==> config.mk <==
export PLATFORM = sky130hd
export DESIGN_NAME = cpu_ctrl_fsm
export DESIGN_NICKNAME = d
export VERILOG_FILES = /design/src/rtl/cpu_pkg.sv /design/src/rtl/cpu_ctrl_decode.sv /design/src/rtl/cpu_ctrl_fsm.sv
export SDC_FILE = /design/constraint.sdc
export NUM_CORES = 1
export LEC_CHECK = 0
export CORE_AREA = 4 4 41 43
export CTS_CLUSTER_SIZE = 30
export DETAILED_ROUTE_END_ITERATION = 12
export DIE_AREA = 0 0 45 47
export PLACE_DENSITY = 0.64
export SKIP_LAST_GASP = 1
export SLEW_MARGIN = 0
export SYNTH_ARGS = -nofsm -noshare
export SYNTH_HDL_FRONTEND = slang
export SYNTH_SLANG_ARGS = --single-unit
==> constraint.sdc <==
create_clock -name clk -period 1.6 [get_ports clk]
set_clock_uncertainty 0.1 [all_clocks]
set_input_delay 0.32 -clock clk [delete_from_list [all_inputs] [get_ports clk]]
set_output_delay 0.32 -clock clk [all_outputs]
set_load 0.1 [all_outputs]
==> src/rtl/cpu_pkg.sv <==
// Shared definitions for the 8-bit RISC CPU controller: opcodes, phase encodings,
// strobe bundle and ALU-group membership.
package cpu_pkg;

  localparam int unsigned OPCODE_W = 3;
  localparam int unsigned STATE_W  = 4;

  localparam logic [OPCODE_W-1:0] OP_HLT  = 3'b000;
  localparam logic [OPCODE_W-1:0] OP_SKZ  = 3'b001;
  localparam logic [OPCODE_W-1:0] OP_ADD  = 3'b010;
  localparam logic [OPCODE_W-1:0] OP_ANDD = 3'b011;
  localparam logic [OPCODE_W-1:0] OP_XORR = 3'b100;
  localparam logic [OPCODE_W-1:0] OP_LDA  = 3'b101;
  localparam logic [OPCODE_W-1:0] OP_STO  = 3'b110;
  localparam logic [OPCODE_W-1:0] OP_JMP  = 3'b111;

  typedef enum logic [STATE_W-1:0] {
    S0     = 4'd0,
    S1     = 4'd1,
    S2     = 4'd2,
    S3     = 4'd3,
    S4     = 4'd4,
    S5     = 4'd5,
    S6     = 4'd6,
    S7     = 4'd7,
    HALTED = 4'd8
  } state_e;

  typedef struct packed {
    logic rd;
    logic wr;
    logic load_ir;
    logic inc_pc;
    logic load_pc;
    logic load_acc;
    logic datactl_ena;
    logic halt;
  } strobe_t;

  function automatic logic is_alu(input logic [OPCODE_W-1:0] op);
    return (op == OP_ADD) || (op == OP_ANDD) || (op == OP_XORR);
  endfunction

endpackage

==> src/rtl/cpu_ctrl_decode.sv <==
// Combinational (state, opcode, zero, ena) -> datapath strobe decoder.
// HALTED asserts halt independent of ena; every other strobe is gated by ena.
module cpu_ctrl_decode
  import cpu_pkg::*;
(
  input  state_e                state,
  input  logic [OPCODE_W-1:0]   opcode,
  input  logic                  zero,
  input  logic                  ena,
  output strobe_t               strobes_c
);

  logic acc_rd;
  assign acc_rd = is_alu(opcode) || (opcode == OP_LDA);

  always_comb begin
    strobes_c = '0;
    if (state == HALTED) begin
      strobes_c.halt = 1'b1;
    end else if (ena) begin
      case (state)
        S0: begin
          strobes_c.rd      = 1'b1;
          strobes_c.load_ir = 1'b1;
        end
        S1: begin
          strobes_c.rd      = 1'b1;
          strobes_c.load_ir = 1'b1;
          strobes_c.inc_pc  = 1'b1;
        end
        S3: begin
          if (opcode == OP_HLT) strobes_c.halt   = 1'b1;
          else                  strobes_c.inc_pc = 1'b1;
        end
        S4: begin
          if (acc_rd)                strobes_c.rd          = 1'b1;
          else if (opcode == OP_STO) strobes_c.datactl_ena = 1'b1;
          else if (opcode == OP_JMP) strobes_c.load_pc     = 1'b1;
        end
        S5: begin
          if (acc_rd) begin
            strobes_c.rd       = 1'b1;
            strobes_c.load_acc = 1'b1;
          end else if (opcode == OP_STO) begin
            strobes_c.datactl_ena = 1'b1;
            strobes_c.wr          = 1'b1;
          end else if (opcode == OP_JMP) begin
            strobes_c.load_pc = 1'b1;
          end
        end
        // Bus driver stays on one cycle past wr; taken SKZ skips the next instruction.
        S6: begin
          if (opcode == OP_STO)              strobes_c.datactl_ena = 1'b1;
          else if (opcode == OP_SKZ && zero) strobes_c.inc_pc      = 1'b1;
        end
        S7: begin
          if (opcode == OP_SKZ && zero) strobes_c.inc_pc = 1'b1;
        end
        default: ;
      endcase
    end
  end

endmodule

==> src/rtl/cpu_ctrl_fsm.sv <==
// Instruction-sequencing FSM: eight-phase fetch/decode/execute/write-back cycle.
// Optional single-step gating of the fetch phase under CPU_CTRL_SINGLE_STEP_EN.
module cpu_ctrl_fsm
  import cpu_pkg::*;
(
  input  logic                clk,
  input  logic                rst_n,
  input  logic                ena,
`ifdef CPU_CTRL_SINGLE_STEP_EN
  input  logic                step,
`endif
  input  logic [OPCODE_W-1:0] opcode,
  input  logic                zero,
  output logic [STATE_W-1:0]  state,
  output logic                rd,
  output logic                wr,
  output logic                load_ir,
  output logic                inc_pc,
  output logic                load_pc,
  output logic                load_acc,
  output logic                datactl_ena,
  output logic                halt
);

  state_e  state_q;
  strobe_t strobes_c;
  logic    run_c;

  // Strobes are silenced during reset; in step mode S0 only proceeds on a step.
`ifdef CPU_CTRL_SINGLE_STEP_EN
  assign run_c = rst_n && ena && ((state_q != S0) || step);
`else
  assign run_c = rst_n && ena;
`endif

  always_ff @(posedge clk or negedge rst_n) begin
    if (!rst_n) begin
      state_q <= S0;
    end else if (run_c) begin
      case (state_q)
        S3:      state_q <= (opcode == OP_HLT) ? HALTED : S4;
        S7:      state_q <= S0;
        HALTED:  state_q <= HALTED;
        default: state_q <= state_e'(state_q + STATE_W'(1));
      endcase
    end
  end

  cpu_ctrl_decode u_decode (
    .state     (state_q),
    .opcode    (opcode),
    .zero      (zero),
    .ena       (run_c),
    .strobes_c (strobes_c)
  );

  assign state       = state_q;
  assign rd          = strobes_c.rd;
  assign wr          = strobes_c.wr;
  assign load_ir     = strobes_c.load_ir;
  assign inc_pc      = strobes_c.inc_pc;
  assign load_pc     = strobes_c.load_pc;
  assign load_acc    = strobes_c.load_acc;
  assign datactl_ena = strobes_c.datactl_ena;
  assign halt        = strobes_c.halt;

endmodule

Word level (Yosys, flattened, before mapping). Index checks and enable logic that the tools add are counted.

Memory bits (read-only): 0. Logic and storage cells: 48. Memories: 0. RAM bits: 0. Input bits: 7. Output and inout port bits: 12. Register bits after elaboration: 4. Latch bits: 0.

Add/subtract/negate cells: 1. Magnitude comparators: 0. Shift operators: 0. Reductions and logical operators: 9. Bitwise operators: 0. Mux-type cells: 23. Div/mod/pow operators: 0. Multiply operators: 0. Equal/unequal tests: 14.

Operators with widths (number): == test 4 x 3 -> 1 bit (second input constant) (4); two-way mux 1 bit (16); == test 3 bit (second input constant) (4); case mux 4 bit (3 select lines) (1); two-way mux 8 bit (1); two-way mux 7 bit (1); == test 3 x 2 -> 1 bit (second input constant) (2); adder 4 x 1 -> 4 bit (second input constant) (1); == test 4 x 1 -> 1 bit (second input constant) (1); == test 4 x 2 -> 1 bit (second input constant) (1); == test 4 bit (second input constant) (1); logical NOT 4 bit (1); two-way mux 4 bit (1); case mux 1 bit (2 select lines) (2); case mux 1 bit (4 select lines) (1); OR reduction 2 bit (2); == test 3 x 1 -> 1 bit (second input constant) (1); logical NOT 3 bit (1); logical OR 1 bit (3); logical AND 1 bit (2).

Logic depth before layout (Yosys ltp).
Depth in word-level cells: 8. Mapped depth: 5. Mapped depth without buffers: 5.

Cells and area by module. From an unflattened synthesis, not the netlist that was laid out.

Cells, all modules: 49. Area total of the unflattened synthesis: 401.6 um^2.

By module, submodules not included: cpu_ctrl_fsm (sequential area each 100.1 um^2, area an instance 250.2 um^2, cells each 28, times used 1); cpu_ctrl_decode (sequential area each 0.0 um^2, area an instance 151.4 um^2, cells each 21, times used 1).

Worst setup path after synthesis. No wires, ideal clock.

Kind: register to output. From: register state_q[0], in the netlist state[0]. To: output load_acc. Data arrival time: 4.784 ns. Cell stages (with the launch flop): 6. Slack: -3.604 ns. Data required time: 1.180 ns. Path buffers: 0. Path through: dfrtp_1 -> inv_1 -> ha_1 -> nand3b_1 -> nand2_1 -> nor4b_1.

Word-level cells in the longest chain between the ends: 4. Elaborated cells between the ends (all ways): 5. Those cells by class: eq/ne (2); mux (3).

RTL lines: start: declaration (line cpu_ctrl_fsm.sv:25) `state_e state_q;`; start signal: assignment (line cpu_ctrl_fsm.sv:41) `S3: state_q <= (opcode == OP_HLT) ? HALTED : S4;`; start signal: assignment (line cpu_ctrl_fsm.sv:44) `default: state_q <= state_e'(state_q + STATE_W'(1));`; == test 4 x 3 -> 1 bit (line cpu_ctrl_decode.sv:21) `case (state)`; two-way mux 1 bit (line cpu_ctrl_decode.sv:21); two-way mux 8 bit (line cpu_ctrl_decode.sv:20) `end else if (ena) begin`; two-way mux 7 bit (*) (line cpu_ctrl_decode.sv:18) `if (state == HALTED) begin`; end: declaration (line cpu_ctrl_fsm.sv:20) `output logic load_acc,`.

Every way passes the cells marked *; elsewhere a longest branch is shown, timed or not.

Final worst setup path.
From: register state_q[0], in the netlist state[0]. To: output inc_pc.

Word-level cells in the longest chain between the ends: 4. Elaborated cells between the ends (all ways): 8. Those cells by class: eq/ne (5); mux (3).

RTL lines: == test 4 x 3 -> 1 bit (tied with other cells) (line cpu_ctrl_decode.sv:21); case mux 1 bit (4 select lines) (line cpu_ctrl_decode.sv:21); two-way mux 8 bit (line cpu_ctrl_decode.sv:20); two-way mux 7 bit (*) (line cpu_ctrl_decode.sv:18); end: declaration (line cpu_ctrl_fsm.sv:18) `output logic inc_pc,`.

Marked as above.

==> flow_metrics.env <==
export IMPL_grt_pass1_wl_mm=3.22
export IMPL_status="finished, violations left"
export IMPL_clockBufferDepth=2
export IMPL_r2r_cells=8
export IMPL_start_util_pct=32.3
export IMPL_dp_slack_ns=-0.567
export IMPL_synthCells=51
export IMPL_ys_warn_count=0
export IMPL_area_growth_pct=179
export IMPL_crit_path_start_kind="flip-flop"
export IMPL_ys_ff_latch=4
export IMPL_portBuffers=18
export IMPL_clock_root_buffer="clkbuf_4"
export IMPL_num_fill_cells=56
export IMPL_crit_slowest_cell="dfrtp_4"
export IMPL_grt_max_degree=12
export IMPL_ys_flop_type="dfrtp_1"
export IMPL_insertion_delay_ns=0.24
export IMPL_leakagePower_nw=0.476
export IMPL_cp_num_buf_inv=2
export IMPL_fin_crit_ns=2.28
export IMPL_drt_pass1_iter_count=4
export IMPL_hold_violations=0
export IMPL_synth_seq_area_share_pct=23.8
export IMPL_io_pins=19
export IMPL_cts_sinks=4
export IMPL_place_hpwl_mm=1.33
export IMPL_grt_overflow_total=0
export IMPL_p_per_area_nw_per_um2=2030
export IMPL_met2_usage_pct=40.7
export IMPL_rsz0062_at_grt="true"
export IMPL_path_clk_slew_ns=0.04
export IMPL_synthAdderAreaFrac_pct=11.9
export IMPL_power_switching_mw=1.28
export IMPL_ant_nets=0
export IMPL_violations="negative setup slack"
export IMPL_post_route_drc_count=0
export IMPL_insertedDiodeCount=0
export IMPL_met3_usage_pct=4.98
export IMPL_utilization_pct=90.0
export IMPL_grt_use_total_pct=21.1
export IMPL_rows=13
export IMPL_die_area_um2=2120
export IMPL_synth_net_count=62
export IMPL_coreArea_um2=1300
export IMPL_num_vias=643
export IMPL_crit_path_max_incr_delay_ns=0.50
export IMPL_p_comb_share_pct=83.5
export IMPL_synth_xor_area_share_pct=2.08
export IMPL_synth_top_family_by_area="compound AO/OA/AOI/OAI gates"
export IMPL_path_class="reg -> out"
export IMPL_crit_cells=6
export IMPL_grt_pass1_vias=692
export IMPL_cp_end_kind="output pin"
export IMPL_slew_headroom_pct=78.6
export IMPL_top_usage_layer="met2"
export IMPL_antenna_found_initial=0
export IMPL_cp_top_family="flip-flops"
export IMPL_h_tree_depth=1
export IMPL_hold_path_class="in -> async"
export IMPL_synth_simple_area_share_pct=27.7
export IMPL_swShare_pct=53.9
export IMPL_async_flop_share_pct=100
export IMPL_die_w_um=45
export IMPL_drt_initial_drc_count=19
export IMPL_synthMuxAreaShare_pct=0
export IMPL_largest_reg_flops=4
export IMPL_synth_cell_area_um2=420
export IMPL_synth_distinct_cells=30
export IMPL_cts_tree="yes"
export IMPL_synth_compound_area_share_pct=28.0
export IMPL_synth_edf_count=0
export IMPL_gp_congestion=0.751
export IMPL_cp_data_arrival_time_ns=1.86
export IMPL_max_vdd_ir_drop_mv=1.80
export IMPL_final_nets=111
export IMPL_post_dp_cell_area_um2=1050
export IMPL_wl_mm=1.95
export IMPL_fin_ws_ns=-0.683
export IMPL_die_h_um=47
export IMPL_fmax_mhz=438
export IMPL_use_met1_pct=22.1
export IMPL_worst_pin_slew_ns=0.317
export IMPL_fin_crit_sh_pct=143
export IMPL_drive_above_1_share_pct=72.4
export IMPL_cap_violations=0
export IMPL_power_frac_clock_pct=5.3
export IMPL_routedWlPerCell_um=17.2
export IMPL_cts_buffers=3
export IMPL_cp_max_fo=3
export IMPL_worstPathCellList="inv_4 > ha_1 > o211ai_1 > or4_4 > a31oi_4 > buf_12"
export IMPL_dp_cells=105
export IMPL_seqPwrFrac_pct=11.2
export IMPL_syn_avg_cell_area_um2=8.24
export IMPL_setup_viol=10
export IMPL_holdWs_ns=0.376
export IMPL_viasPerCell=5.69
export IMPL_fin_cells=113
export IMPL_design_area_um2=1170
export IMPL_slew_viol_final=0
export IMPL_critPathRequiredTime_ns=1.18
export IMPL_p_int_mw=1.10
## cells in the final DEF, fill, tap and decap left out, types with 2 or more instances in the layout
cell,instances
dfrtp_4,4
buf_12,12
nand2_1,3
nor4_4,3
clkdlybuf4s50_1,4
o21ai_1,2
nand2_2,2
ha_1,2
buf_4,27
inv_4,2
buf_6,2
clkbuf_4,3
## cells in the mapped netlist, types with 2 or more instances
cell,count,area (um2)
nand2_1,5,18.8
dfrtp_1,4,100
ha_1,4,50.1
o21ai_0,4,20.0
inv_1,3,11.3
nor4_1,3,18.8
a31oi_1,2,12.5
and2_1,2,12.5
nor2_1,2,7.51
nor3_1,2,10.0
## repair_timing
action,in CTS,in global routing
hold buffers,0,0
gates cloned,0,0
endpoints found under the setup margin,8,12
setup buffers,4,2
gates resized for setup,12,8
pin swaps,8,6
## per-stage QoR
stage	TNS, ns	power, mW
final	-4.36	2.38
after floorplan	-5.90	1.36
after global routing	-4.87	2.49
after global placement	-4.12	2.03
after detailed placement	-4.41	2.06
after CTS	-4.59	2.34
## layer usage
layer	share of wire (%)	up-vias
li1	-	294
met1	40	329
met2	56	20
met3	4.8	0
met4	0	0
met5	0	-
## worst reg2reg max path: stages, from the launching register on
cell	delay, ns
dfrtp_4	0.50
inv_4	0.07
buf_4	0.12
ha_4	0.15
nand3b_1	0.12
buf_4	0.16
buf_4	0.13
o2111ai_1	0.07
o21ai_1	0.10
## area by class of cell
cell class	count	area, um2	area share (%)
inverters	3	16.3	1.39
flip-flops and latches	4	115	9.83
clock buffers	3	22.5	1.92
well taps	15	18.8	1.60
repair buffers	47	527	45.0
multi-input cells	41	472	40.3
## cell families (layout without fill, tap and decap cells)
| family | after synthesis | count (layout) |
|---|---|---|
| AND/OR/NAND/NOR | 20 | 20 |
| XOR/XNOR | 1 | 1 |
| AO/OA/AOI/OAI | 16 | 16 |
| buffers and inverters | 6 | 53 |
| adder cells (fa/ha/maj) | 4 | 4 |
| flip-flops | 4 | 4 |
## path summary, 6_finish.rpt
check	from	slack, ns	endpoint
max in group asynchronous	rst_n	0.90	state[1]
max reg2reg	state[0]	-0.02	state[0]
min reg2reg	state[1]	0.58	state[1]
min in group clk	state[1]	0.58	state[1]
min	rst_n	0.38	state[3]
max	state[0]	-0.68	inc_pc
## power groups by stage
stage | Combinational [mW] | Sequential, mW | Clock (mW)
6_report | 1.99 | 0.266 | 0.127
5_1_grt | 2.08 | 0.274 | 0.138
4_1_cts | 1.96 | 0.257 | 0.130
3_5_place_dp | 1.80 | 0.258 | 0
3_3_place_gp | 1.78 | 0.257 | 0
2_1_floorplan | 0.715 | 0.642 | 0
No activity file was read; power rests on OpenSTA's default activity.
